## src/rtl/menu_ctrl.sv

```systemverilog
`default_nettype none
// ============================================================================
// Module   : menu_ctrl
// Purpose  : Front-end control for the VGA text renderer. Debounces the four
//            board push-buttons, runs the TITLE/MENU/GAME/CREDITS state
//            machine and generates the cursor blink from renderer frames.
// Ports    : clk, rst (sync, active-low)
//            btn_up/btn_down/btn_sel/btn_back : raw buttons, async, act-high
//            vs         : renderer vertical sync, active-low pulse per frame
//            game_over  : level from the game core
//            screen_sel : 0 TITLE, 1 MENU, 2 GAME, 3 CREDITS
//            cursor_idx : highlighted menu row
//            cursor_vis : cursor drawn when high
//            difficulty : 0 easy, 1 normal, 2 hard
//            game_start : one-clk pulse on entry to GAME
// Revision : 1.0 - initial release
// ============================================================================
module menu_ctrl #(
  parameter int DB_CYCLES    = 1000000,
  parameter int MENU_ITEMS   = 3,
  parameter int BLINK_FRAMES = 30
) (
  input  logic       clk,
  input  logic       rst,
  input  logic       btn_up,
  input  logic       btn_down,
  input  logic       btn_sel,
  input  logic       btn_back,
  input  logic       vs,
  input  logic       game_over,
  output logic [1:0] screen_sel,
  output logic [1:0] cursor_idx,
  output logic       cursor_vis,
  output logic [1:0] difficulty,
  output logic       game_start
);

  localparam int DB_W    = (DB_CYCLES > 1) ? $clog2(DB_CYCLES) : 1;
  localparam int BLINK_W = (BLINK_FRAMES > 1) ? $clog2(BLINK_FRAMES) : 1;

  localparam logic [DB_W-1:0]    DB_MAX     = DB_W'(DB_CYCLES - 1);
  localparam logic [BLINK_W-1:0] BLINK_MAX  = BLINK_W'(BLINK_FRAMES - 1);
  localparam logic [1:0]         CURSOR_MAX = 2'(MENU_ITEMS - 1);

  localparam logic [1:0] S_TITLE   = 2'd0;
  localparam logic [1:0] S_MENU    = 2'd1;
  localparam logic [1:0] S_GAME    = 2'd2;
  localparam logic [1:0] S_CREDITS = 2'd3;

  // Button order: 0 up, 1 down, 2 sel, 3 back.
  logic [3:0] btn_raw;
  logic [3:0] press;

  assign btn_raw = {btn_back, btn_sel, btn_down, btn_up};

  // --------------------------------------------------------------------------
  // Per-button synchroniser + debounce + press detection
  // --------------------------------------------------------------------------
  for (genvar i = 0; i < 4; i++) begin : g_btn
    logic            sync1;
    logic            sync2;
    logic            stable;
    logic            armed;
    logic [DB_W-1:0] cnt;

    // Synchroniser flops carry no reset so that they keep tracking the pad
    // while rst is held; this lets the armed flag below see a held button.
    always_ff @(posedge clk) begin
      sync1 <= btn_raw[i];
      sync2 <= sync1;
    end

    always_ff @(posedge clk) begin
      if (!rst) begin
        cnt    <= '0;
        stable <= 1'b0;
        armed  <= 1'b0;
      end else begin
        // A press only counts once the button has been seen released since
        // reset; a button held through reset re-qualifies silently.
        if (!sync2) armed <= 1'b1;
        if (sync2 == stable) begin
          cnt <= '0;
        end else if (cnt == DB_MAX) begin
          stable <= sync2;
          cnt    <= '0;
        end else begin
          cnt <= cnt + 1'b1;
        end
      end
    end

    // Rising edge of the stable level, flagged in the clk it is accepted.
    assign press[i] = sync2 && !stable && (cnt == DB_MAX) && armed;
  end

  // --------------------------------------------------------------------------
  // Arbitration: sel > back > up > down, losers are dropped
  // --------------------------------------------------------------------------
  logic ev_sel, ev_back, ev_up, ev_down;

  assign ev_sel  = press[2];
  assign ev_back = press[3] && !press[2];
  assign ev_up   = press[0] && !press[2] && !press[3];
  assign ev_down = press[1] && !press[0] && !press[2] && !press[3];

  // --------------------------------------------------------------------------
  // Screen state machine (state register is screen_sel itself)
  // --------------------------------------------------------------------------
  always_ff @(posedge clk) begin
    if (!rst) begin
      screen_sel <= S_TITLE;
      cursor_idx <= 2'd0;
      difficulty <= 2'd1;
      game_start <= 1'b0;
    end else begin
      game_start <= 1'b0;
      case (screen_sel)
        S_TITLE: begin
          if (ev_sel) begin
            screen_sel <= S_MENU;
            cursor_idx <= 2'd0;
          end
        end
        S_MENU: begin
          if (ev_sel) begin
            if (cursor_idx == 2'd0) begin
              screen_sel <= S_GAME;
              game_start <= 1'b1;
            end else if (cursor_idx == 2'd1) begin
              difficulty <= (difficulty == 2'd2) ? 2'd0 : difficulty + 2'd1;
            end else begin
              screen_sel <= S_CREDITS;
            end
          end else if (ev_back) begin
            screen_sel <= S_TITLE;
          end else if (ev_up) begin
            cursor_idx <= (cursor_idx == 2'd0) ? CURSOR_MAX : cursor_idx - 2'd1;
          end else if (ev_down) begin
            cursor_idx <= (cursor_idx == CURSOR_MAX) ? 2'd0 : cursor_idx + 2'd1;
          end
        end
        S_GAME: begin
          if (game_over) begin
            screen_sel <= S_TITLE;
            cursor_idx <= 2'd0;
          end
        end
        default: begin
          if (ev_sel || ev_back) screen_sel <= S_MENU;
        end
      endcase
    end
  end

  // --------------------------------------------------------------------------
  // Cursor blink driven by falling edges of the synchronised vs
  // --------------------------------------------------------------------------
  logic               vs_s1, vs_s2, vs_s3;
  logic               frame_tick;
  logic               enter_menu, cursor_move, leave_menu;
  logic [BLINK_W-1:0] blink_cnt;

  always_ff @(posedge clk) begin
    vs_s1 <= vs;
    vs_s2 <= vs_s1;
    vs_s3 <= vs_s2;
  end

  assign frame_tick  = vs_s3 && !vs_s2;
  assign enter_menu  = ((screen_sel == S_TITLE) && ev_sel) ||
                       ((screen_sel == S_CREDITS) && (ev_sel || ev_back));
  assign cursor_move = (screen_sel == S_MENU) && (ev_up || ev_down);
  assign leave_menu  = (screen_sel == S_MENU) &&
                       ((ev_sel && (cursor_idx != 2'd1)) || ev_back);

  always_ff @(posedge clk) begin
    if (!rst) begin
      cursor_vis <= 1'b0;
      blink_cnt  <= '0;
    end else if (enter_menu || cursor_move) begin
      cursor_vis <= 1'b1;
      blink_cnt  <= '0;
    end else if ((screen_sel != S_MENU) || leave_menu) begin
      cursor_vis <= 1'b0;
      blink_cnt  <= '0;
    end else if (frame_tick) begin
      if (blink_cnt == BLINK_MAX) begin
        blink_cnt  <= '0;
        cursor_vis <= !cursor_vis;
      end else begin
        blink_cnt <= blink_cnt + 1'b1;
      end
    end
  end

endmodule
`default_nettype wire

```

## config.mk

```make
export PLATFORM = sky130hd
export DESIGN_NAME = menu_ctrl
export DESIGN_NICKNAME = d
export VERILOG_FILES = /design/src/rtl/menu_ctrl.sv
export SDC_FILE = /design/constraint.sdc
export NUM_CORES = 1
export LEC_CHECK = 0
export CORE_ASPECT_RATIO = 0.6
export CORE_MARGIN = 5
export CORE_UTILIZATION = 48
export DETAILED_ROUTE_END_ITERATION = 8
export GPL_TIMING_DRIVEN = 0
export HOLD_SLACK_MARGIN = 0.08
export PLACE_DENSITY_LB_ADDON = 0.2
export RECOVER_POWER = 50
export SLEW_MARGIN = 20
export SYNTH_ARGS = -nofsm -noshare
export SYNTH_HDL_FRONTEND = slang
export SYNTH_SLANG_ARGS = --single-unit
```

## constraint.sdc

```tcl
create_clock -name clk -period 2.91 [get_ports clk]
set_input_delay 0.582 -clock clk [delete_from_list [all_inputs] [get_ports clk]]
set_output_delay 0.582 -clock clk [all_outputs]
set_load 0.05 [all_outputs]
```

### Yosys cells after proc, flatten, opt, wreduce, memory -nomap -nowiden

Index checks and enable logic that the tools add are counted.

| operators by class | value |
|---|---|
| add/sub/neg operators | 8 |
| equality and inequality tests | 24 |
| muxes and demuxes | 23 |
| bitwise gates (word level) | 6 |
| reduce and logical (&&, ||, !) cells | 59 |

Operators by type and width:

| kind | count |
|---|---|
| adder 20 x 1 -> 20 bit, second input constant | 4 |
| equality test 20 bit, second input constant | 4 |
| two-way mux 2 bit | 15 |
| logical AND 1 bit | 24 |
| OR reduction 3 bit | 5 |
| case mux 2 bit (3 select lines) | 2 |
| AND reduction 2 bit | 5 |
| zero test 1 bit | 9 |
| nonzero test 3 bit | 3 |
| equality test 2 bit, second input constant | 4 |
| != test 2 bit, second input constant | 4 |
| logical OR 1 bit | 6 |
| != test 3 bit, second input constant | 2 |
| inverter 1 bit | 6 |
| AND reduction 6 bit | 1 |
| adder 5 x 1 -> 5 bit, second input constant | 1 |
| equality test 5 bit, second input constant | 1 |
| two-way mux 1 bit | 5 |
| two-way mux 5 bit | 1 |
| AND reduction 5 bit | 1 |
| adder 2 x 1 -> 2 bit, second input constant | 2 |
| equality test 1 bit | 4 |
| equality test 2 x 1 -> 1 bit, second input constant | 2 |
| zero test 2 bit | 2 |
| 6 further kinds | 7 |

| word-level totals | value |
|---|---|
| flip-flop bits (word level) | 112 |
| bits of input ports | 8 |
| word-level logic and storage cells | 149 |

### Logic depth before layout (Yosys ltp)

Gate-level depths: netlist of run 1.

| logic depth | value |
|---|---|
| word-level depth | 13 |
| gate-level depth with buffers | 8 |
| gate-level depth less buffers | 8 |

### Worst setup path after synthesis of run 1

No wires, ideal clock.

| path | value |
|---|---|
| path type | reg2reg |
| start | register g_btn[2].cnt[0] |
| end | register blink_cnt[2] |
| library setup time | 0.078 ns |
| arrival | 2.008 ns |
| data required time | 2.832 ns |
| path slack | 0.824 ns |
| stages on the path, launching flop included | 9 |
| buffers on the path | 1 |
| clock period less this slack | 2.086 ns |
| path through | dfxtp_1 ha_1 and4_1 buf_6 nand4_4 or3_4 a311oi_4 nand4_2 nor3_1 |

| on the way | value |
|---|---|
| cells in the longest elaborated chain, start to end | 10 |
| elaborated cells between the ends (all ways) | 21 |
| classes of those cells | 1 x eq/ne; 20 x reduce/logical |

RTL lines:

| item | line | RTL |
|---|---|---|
| start: declaration | 64 | `logic [DB_W-1:0] cnt;` |
| start signal: assignment | 88 | `cnt <= cnt + 1'b1;` |
| equality test 20 bit * | 94 | `assign press[i] = sync2 && !stable && (cnt == DB_MAX) && armed;` |
| logical AND 1 bit * (2 in series) | 94 |  |
| zero test 1 bit | 103, 104, 105 |  |
| logical AND 1 bit (on tied branches) | 103, 104, 105 |  |
| logical OR 1 bit, or another cell as far along | 172 | `((screen_sel == S_CREDITS) && (ev_sel \|\| ev_back));` |
| logical AND 1 bit or logical OR 1 bit (tied branches) | 172, 173 |  |
| logical OR 1 bit or logical AND 1 bit (tied branches) | 171, 173 |  |
| logical OR 1 bit | 181 | `end else if (enter_menu \|\| cursor_move) begin` |
| OR reduction 3 bit (no line) * | n/a |  |
| end signal: assignment | 192 | `blink_cnt <= blink_cnt + 1'b1;` |
| end: declaration | 162 | `logic [BLINK_W-1:0] blink_cnt;` |

Mark *: on every way between the ends. The rest lies on a longest branch, timed or not.
A chain may end at the register's enable or synchronous reset.

### Worst setup path after layout of run 1

| path | value |
|---|---|
| start | register g_btn[2].cnt[0] |
| end | register cursor_idx[1] |

| on the way | value |
|---|---|
| cells in the longest elaborated chain, start to end | 10 |
| elaborated cells between the ends (all ways) | 18 |
| classes of those cells | 5 x eq/ne; 4 x mux; 9 x reduce/logical |

RTL lines:

| item | line | RTL |
|---|---|---|
| equality test 20 bit * | 94 |  |
| logical AND 1 bit * (2 in series) | 94 |  |
| zero test 1 bit | 103, 104, 105 |  |
| logical AND 1 bit (2 in series) | 104 | `assign ev_up = press[0] && !press[2] && !press[3];` |
| two-way mux 2 bit | 137 | `end else if (ev_up) begin` |
| two-way mux 2 bit | 135 | `end else if (ev_back) begin` |
| two-way mux 2 bit | 126 | `if (ev_sel) begin` |
| case mux 2 bit (3 select lines) | 118 | `case (screen_sel)` |
| end signal: assignment | 138 | `cursor_idx <= (cursor_idx == 2'd0) ? CURSOR_MAX : cursor_idx - 2'd1;` |
| end signal: assignment | 140 | `cursor_idx <= (cursor_idx == CURSOR_MAX) ? 2'd0 : cursor_idx + 2'd1;` |
| end: declaration | 32 | `output logic [1:0] cursor_idx,` |

Mark *: on every way between the ends. The rest lies on a longest branch, timed or not. The select of a mux whose other input is x is not followed.

==> impl_results.rst, run 1 <==
.. list-table::
   :header-rows: 1

   * - Metric
     - Value
   * - Nets
     - slightly above 600
   * - Vertical die dimension
     - about 89 um
   * - Worst Hold Margin
     - roughly 0.33 ns
   * - Site row count
     - 28
   * - Critical path class
     - flop to flop
   * - Top achievable clock speed
     - roughly 420 MHz
   * - Number of ports placed on the die boundary
     - 16
   * - Congestion Overflow GR
     - 0
   * - Register bit total from synthesis
     - approximately 110
   * - Growth of design area from synthesis to finish
     - 13.0%
   * - Synthesized instance count
     - approximately 570
   * - Proportion of layout cells with a drive suffix above 1
     - 0.0537
   * - Initial core utilization
     - 0.499
   * - Antenna Violating Nets Remaining
     - 0
   * - Number of CTS-inserted buffers
     - 9
   * - Cell Count, Final, Fillers Out
     - between 700 and 800
   * - Final setup violation count
     - 0
   * - Cts repair resizes
     - 0
   * - Area of the mapped netlist
     - about 5000 um^2
   * - Highest net fanout along the worst path
     - 7
   * - Beginning of the worst hold path
     - g_btn[3].sync1
   * - Post-Synthesis Net Count
     - roughly 590
   * - Maximum root-to-sink buffer count
     - 2
   * - Synth Area per Inst
     - ~8.8 um^2
   * - Clock-pin slew reported for the worst setup and hold paths after clock tree synthesis
     - 0.07 ns
   * - Wire length of the first global-routing pass
     - ~17,000 um
   * - Wire length reported by the detailed router
     - 9890 um
   * - Cell types with the largest area share after synthesis
     - sky130_fd_sc_hd__dfxtp_1, sky130_fd_sc_hd__xor2_1, sky130_fd_sc_hd__nor2_1
   * - Sort of element at the end of the critical path
     - flop
   * - CTS root buf
     - sky130_fd_sc_hd__clkbuf_16
   * - Least-Margin Pin Slew
     - roughly 0.77 ns
   * - Top library cells by usage in the layout, fill and taps aside
     - sky130_fd_sc_hd__dfxtp_1, sky130_fd_sc_hd__nor2_1, sky130_fd_sc_hd__xor2_1
   * - # DRC
     - 0
   * - Total number of clock tree sinks
     - 112
   * - Count of distinct cell types in the synthesized netlist
     - 49
   * - Start point of the critical path
     - g_btn[2].cnt[0]
   * - Worst EP required
     - approximately 3.2 ns
   * - Max Cap Viol
     - 0
   * - Sequential area share after synthesis
     - 0.449
   * - Pin count of the biggest net entering global routing
     - 19
   * - Ant diodes
     - 0
   * - Cell type contributing the most total cell area after synthesis
     - sky130_fd_sc_hd__dfxtp_1
   * - Total routing resource utilization after global routing
     - 0.168
   * - Path class of the lowest-slack min-delay path
     - flop to flop
   * - Top cell type's share of synthesized area
     - 0.449
   * - Fill cell instance count of the final layout
     - roughly 900
   * - Most common cell after layout, fill and taps aside
     - sky130_fd_sc_hd__dfxtp_1
   * - Pins Over Slew Limit
     - 0
   * - Static leakage power
     - between 0.002 and 0.0025 uW
   * - Fraction of the cycle the final worst path needs
     - 0.809
   * - Level count of the clock H-tree
     - 3
   * - Clock period minus final worst setup slack
     - ~2.4 ns
   * - Routed wire per std cell
     - between 10 and 15 um
   * - Die Span X
     - around 140 um
   * - Setup clock skew after layout
     - 0.00559 ns
   * - Number of cells after detailed placement
     - 715
   * - Number of antenna violations at the first check in global routing
     - 0
   * - Buffers inserted by post-CTS timing repair
     - 0
   * - DRC violation total after the first TritonRoute iteration
     - roughly 240
   * - Count of vias placed by the detailed router
     - roughly 3.8k
   * - Total half-perimeter wirelength after legalization and detailed placement
     - 7240 um
   * - First-pass DRT Iterations
     - 4
   * - Status
     - completed
   * - Placer's final routability congestion estimate
     - around 0.86
   * - Number of global-route vias before repair
     - 3,690
   * - Unrepaired setup endpoints after global routing
     - false
   * - Nature of the critical path startpoint
     - flop
   * - Total of hold buffers inserted after clock tree synthesis
     - 0
   * - Port Buf Inserts
     - 14
   * - Finished Core Util
     - 0.564
   * - Final count of hold timing violations
     - 0
   * - Clock tree from TritonCTS
     - built
   * - Headroom to the max-slew limit
     - 0.481
   * - Routed vias/inst
     - 5.20
   * - Yosys warning count
     - 0
   * - Beginning of the worst register-to-register path
     - g_btn[2].cnt[0]
   * - Source-to-sink clock delay at the later pin of the worst-skew pair
     - roughly 0.35 ns
   * - Die outline area
     - between 10,000 and 15,000 um^2
   * - Sum of negative setup slack
     - 0 ns
   * - Max VDD drop
     - approximately 0.00028 V
   * - Core Box Area
     - approximately 10,000 um^2
   * - Ratio of total power to cell area
     - 529 nW/um^2
   * - Crit path arrival time
     - 2.60 ns
## path summary, 6_finish.rpt
| kind | slack, ns | cells after the start | end |
|---|---|---|---|
| hold / removal | 0.33 | 0 | g_btn[3].sync2 |
| setup / recovery | 0.56 | 8 | cursor_idx[1] |
| hold reg to reg | 0.33 | 0 | g_btn[3].sync2 |
| setup reg to reg | 0.56 | 8 | cursor_idx[1] |
## synthesized netlist by cell type, drive strengths merged
cell       n
dfxtp    112
nor2      97
xor2      50
nand2     41
nand3     33
inv       24
nand4     22
xnor2     22
and3      20
ha        17
a21oi     16
nor3      13
clkbuf    12
nor4      10
o21ai     10
or3        9
and2       8
and4       8
nor2b      6
nor4b      5
buf        4
mux2i      3
nand3b     3
or4        3
a211oi     2
and4b      2
nand2b     2
a311oi     1
a31o       1
a31oi      1
and2b      1
o2111ai    1
o211a      1
o21a       1
o22ai      1
o2bb2ai    1
o32ai      1
or2        1
or4b       1
## sequential cells by signal (all words and copies together) (netlist names)
signal and flops:
game_start 1, g_btn.sync2 4, vs_s2 1, g_btn.cnt 80, cursor_idx 2, g_btn.stable 4, screen_sel 2, vs_s3 1
cursor_vis 1, g_btn.sync1 4, vs_s1 1, difficulty 2, blink_cnt 5, g_btn.armed 4
## power breakdown
group	total [uW]	switching, uW	internal [uW]
clock	1370	559	809
combinational	59.8	39.5	20.2
sequential	1560	12.1	1550
total	2990	610	2380
## layout make-up
type / instances / area (um^2) / share of cell area
multi-input combinational: 414 / 2580 / 0.458
sequential: 112 / 2240 / 0.397
clock buffer: 11 / 253 / 0.0448
tap: 135 / 169 / 0.0299
timing repair buffer: 14 / 140 / 0.0248
inverter: 24 / 90.1 / 0.0160
clock inverter: 5 / 87.6 / 0.0155
buffer: 16 / 80.1 / 0.0142
## routing by layer
metal,GRT usage,vias to the layer above,routed length (um)
met5,0,-,0
met4,0.0497,0,109
met3,0.0438,12,339
met2,0.266,47,4230
met1,0.229,1768,5210
li1,-,1971,-
## cell families (layout without fill, tap and decap cells)
| group | Yosys count | count (layout) | share of synthesized area |
|---|---|---|---|
| buffers and inverters | 40 | 70 | 0.0343 |
| adders and majority gates | 17 | 17 | 0.0426 |
| and+or+nand+nor | 285 | 285 | 0.294 |
| DFF | 112 | 112 | 0.449 |
| muxes | 3 | 3 | 0.00601 |
| xor gates and xnor gates | 72 | 72 | 0.126 |
| AOI/OAI and AO/OA | 37 | 37 | 0.0483 |
## worst max-delay path, cell delays in order (launching register included)
cell                       delay (ns)
sky130_fd_sc_hd__dfxtp_1         0.38
sky130_fd_sc_hd__ha_1            0.21
sky130_fd_sc_hd__and4_1          0.21
sky130_fd_sc_hd__buf_6           0.14
sky130_fd_sc_hd__nand4_4         0.13
sky130_fd_sc_hd__or3_4           0.44
sky130_fd_sc_hd__a211oi_1        0.41
sky130_fd_sc_hd__nand4_1         0.18
sky130_fd_sc_hd__o32ai_1         0.17
## stage by stage
| step | area (um^2) | power [uW] | setup slack (ns) |
|---|---|---|---|
| 6_report | 5650 | 2990 | 0.556 |
| 4_1_cts | 5650 | 3020 | 0.558 |
| 3_5_place_dp | 5310 | 1660 | 0.576 |
| 2_1_floorplan | 5000 | 1630 | 0.824 |
| 5_1_grt | 5650 | 3090 | 0.334 |
| 3_3_place_gp | 5310 | 1660 | 0.612 |
Note: power is estimated with default switching activity, not from simulation.
==> run 2, diff against run 1 <==
clock period = 2.4 ns   (was 2.91 ns; I/O delays follow)
==> run 2 against run 1 <==
  * Sequential cell count did not move
  * Setup slack lost 0.39 ns
  * Clock-buffer cell count is the same
  * First-iteration DRC count is 4.1% higher
  * Routed wire length about the same
  * Cell count is 0.14% higher
  * Final area up 0.62%
  * Clock power is 21% higher
  * Power up 21%
  * Largest power group unchanged
==> impl_results.rst, run 2 (synthesized netlist as in run 1, its figures left out) <==
.. list-table::
   :header-rows: 1

   * - Metric
     - Value
   * - Routed wire per std cell
     - 13.5 um (-0.19%)
   * - Top achievable clock speed
     - 447 MHz (+5.2%)
   * - Static leakage power
     - 0.00205 uW (+1.2%)
   * - Number of antenna violations at the first check in global routing
     - 0 (unchanged)
   * - Initial core utilization
     - 0.499 (unchanged)
   * - Crit path arrival time
     - 2.46 ns (-0.14 ns)
   * - Setup clock skew after layout
     - 0.00590 ns (+0.000316 ns)
   * - Nature of the critical path startpoint
     - flop
   * - Pin count of the biggest net entering global routing
     - 19 (unchanged)
   * - Top library cells by usage in the layout, fill and taps aside
     - sky130_fd_sc_hd__dfxtp_1, sky130_fd_sc_hd__nor2_1, sky130_fd_sc_hd__xor2_1
   * - Cell with the largest stage delay on the worst path
     - sky130_fd_sc_hd__or4b_1
   * - Pwr Total
     - 3620 uW (+21%)
   * - Path class of the lowest-slack min-delay path
     - flop to flop
   * - First-pass DRT Iterations
     - 4 (unchanged)
   * - Placer's final routability congestion estimate
     - 0.864 (unchanged)
   * - Clock tree from TritonCTS
     - built
   * - Site row count
     - 28 (unchanged)
   * - Antenna Violating Nets Remaining
     - 0 (unchanged)
   * - CTS root buf
     - sky130_fd_sc_hd__clkbuf_16
   * - Wire length reported by the detailed router
     - 9880 um (about the same)
   * - Highest net fanout along the worst path
     - 5 (-2)
   * - Proportion of layout cells with a drive suffix above 1
     - 0.0653 (+0.0116)
   * - Max Cap Viol
     - 0 (unchanged)
   * - Max VDD drop
     - 0.000336 V (+21%)
   * - Core Box Area
     - 10,000 um^2 (unchanged)
   * - Fill cell instance count of the final layout
     - 904 (+0.33%)
   * - Congestion Overflow GR
     - 0 (unchanged)
   * - Category of cells accounting for the largest share of critical-path delay
     - simple AND/OR/NAND/NOR gates
   * - Number of ports placed on the die boundary
     - 16 (unchanged)
   * - Sort of element at the end of the critical path
     - flop
   * - Maximum single-stage delay on the critical path
     - 0.45 ns (about the same)
   * - Placed instance area
     - 5310 um^2 (unchanged)
   * - Ratio of total power to cell area
     - 638 nW/um^2 (+21%)
   * - Flip-flop count of the largest register, all copies and words added
     - 80 (unchanged)
   * - # DRC
     - 0 (unchanged)
   * - Worst EP required
     - 2.62 ns (-0.53 ns)
   * - Number of CTS-inserted buffers
     - 9 (unchanged)
   * - Least-Margin Pin Slew
     - 0.783 ns (+0.0111 ns)
   * - Critical-path cell list
     - or4b_1 > nor3_1 > nand4_1 > nor3_1 > mux2i_1 > o32ai_1
   * - Ant diodes
     - 0 (unchanged)
   * - Pins Over Slew Limit
     - 0 (unchanged)
   * - Area taken by multi-input logic gates
     - 2610 um^2 (+0.92%)
   * - Post-route standard cell area excluding fillers
     - 5680 um^2 (+0.62%)
   * - Die Span X
     - 142 um (unchanged)
   * - Unrepaired setup endpoints after global routing
     - false
   * - Number of global-route vias before repair
     - 3,690 (unchanged)
   * - Headroom to the max-slew limit
     - 0.473 (-0.00745)
   * - Source-to-sink clock delay at the later pin of the worst-skew pair
     - 0.35 ns (about the same)
   * - Maximum root-to-sink buffer count
     - 2 (unchanged)
   * - Total routing resource utilization after global routing
     - 0.168 (unchanged)
   * - Nets
     - 617 (+0.16%)
   * - Number of buffers and inverters on the critical path
     - 0 (-1)
   * - Most common cell after layout, fill and taps aside
     - sky130_fd_sc_hd__dfxtp_1
   * - Fraction of the cycle the final worst path needs
     - 0.933 (+0.124)
   * - Total of hold buffers inserted after clock tree synthesis
     - 0 (unchanged)
   * - Level count of the clock H-tree
     - 3 (unchanged)
   * - Register with the most flip-flops
     - g_btn.cnt
   * - Die outline area
     - 12,600 um^2 (unchanged)
   * - Port Buf Inserts
     - 14 (unchanged)
   * - Total half-perimeter wirelength after legalization and detailed placement
     - 7240 um (unchanged)
   * - Biggest regs
     - g_btn.cnt (80), blink_cnt (5)
   * - Flip-flop and latch area
     - 2240 um^2 (about the same)
   * - DRC violation total after the first TritonRoute iteration
     - 253 (+4.1%)
   * - Count of vias placed by the detailed router
     - 3,825 (+0.71%)
   * - Vertical die dimension
     - 89.0 um (unchanged)
   * - Final setup violation count
     - 0 (unchanged)
   * - Final count of hold timing violations
     - 0 (unchanged)
   * - Most frequent cell on the critical path
     - sky130_fd_sc_hd__nor3_1
   * - Clock-pin slew reported for the worst setup and hold paths after clock tree synthesis
     - 0.07 ns (about the same)
   * - Sum of negative setup slack
     - 0 ns (unchanged)
   * - Clock period minus final worst setup slack
     - 2.24 ns (-0.116 ns)
   * - Growth of design area from synthesis to finish
     - 13.7%
   * - Wire length of the first global-routing pass
     - 17,200 um (unchanged)
   * - Total number of clock tree sinks
     - 112 (unchanged)
   * - Routed vias/inst
     - 5.23 (+0.57%)
   * - Status
     - completed
   * - Critical path class
     - flop to flop
## run 2: cell types whose count changed in the layout (fill, tap and decap cells not counted), sizes merged
cell / before / now
clkdlybuf4s50: 4 / 1
buf: 3 / 4
dlygate4sd3: 10 / 13
## run 2: layout make-up
class / instances / share of cell area
Buffer: 16 / 0.0145
Sequential cell: 112 / 0.395
Tap cell: 135 / 0.0297
Clock buffer: 11 / 0.0445
Clock inverter: 5 / 0.0154
Multi-Input combinational cell: 414 / 0.459
Timing Repair Buffer: 15 / 0.0260
Inverter: 24 / 0.0159
## run 2: report_power, final
group / internal (uW) / total [uW] / switching, uW
Sequential: 1880 / 1890 / 14.7
Clock: 981 / 1660 / 677
Combinational: 24.9 / 72.8 / 47.9
Total: 2880 / 3620 / 740
## run 2: through the flow
stage | utilization | cells | hold WS (ns) | setup WS (ns)
final | 0.567 | 732 | 0.331 | 0.161
after global routing | 0.567 | 732 | 0.337 | 0.0171
after CTS | 0.564 | 731 | 0.330 | 0.0476
after detailed placement | 0.530 | 715 | 0.313 | 0.0660
after global placement | 0.530 | 715 | 0.313 | 0.102
after floorplan | - | 566 | 0.310 | 0.314
## run 2: final timing paths
check | to | slack [ns] | depth (start not counted) | from
setup reg to reg | cursor_idx[1] | 0.16 | 6 | g_btn[0].cnt[9]
hold reg to reg | g_btn[3].sync2 | 0.33 | 0 | g_btn[3].sync1
setup / recovery | cursor_idx[1] | 0.16 | 6 | g_btn[0].cnt[9]
hold / removal | g_btn[3].sync2 | 0.33 | 0 | g_btn[3].sync1
## run 2: what timing repair did
item,4_1_cts,5_1_grt
hold endpoints to repair,0,0
setup endpoints to repair,0,19
gates resized for setup,0,9
setup buffers,0,1
## run 2: worst reg2reg max path: cells and delay by family (launching register included)
kind            cells  cell delay, ns
mux                 1            0.27
flops               1            0.42
compound gates      1            0.12
simple gates        4            1.31
## run 2: layer usage
layer,routed length (um),up-vias,track usage
li1,-,1977,-
met1,5190,1790,0.229
met2,4240,48,0.266
met3,333,10,0.0438
met4,115,0,0.0497
met5,0,-,0
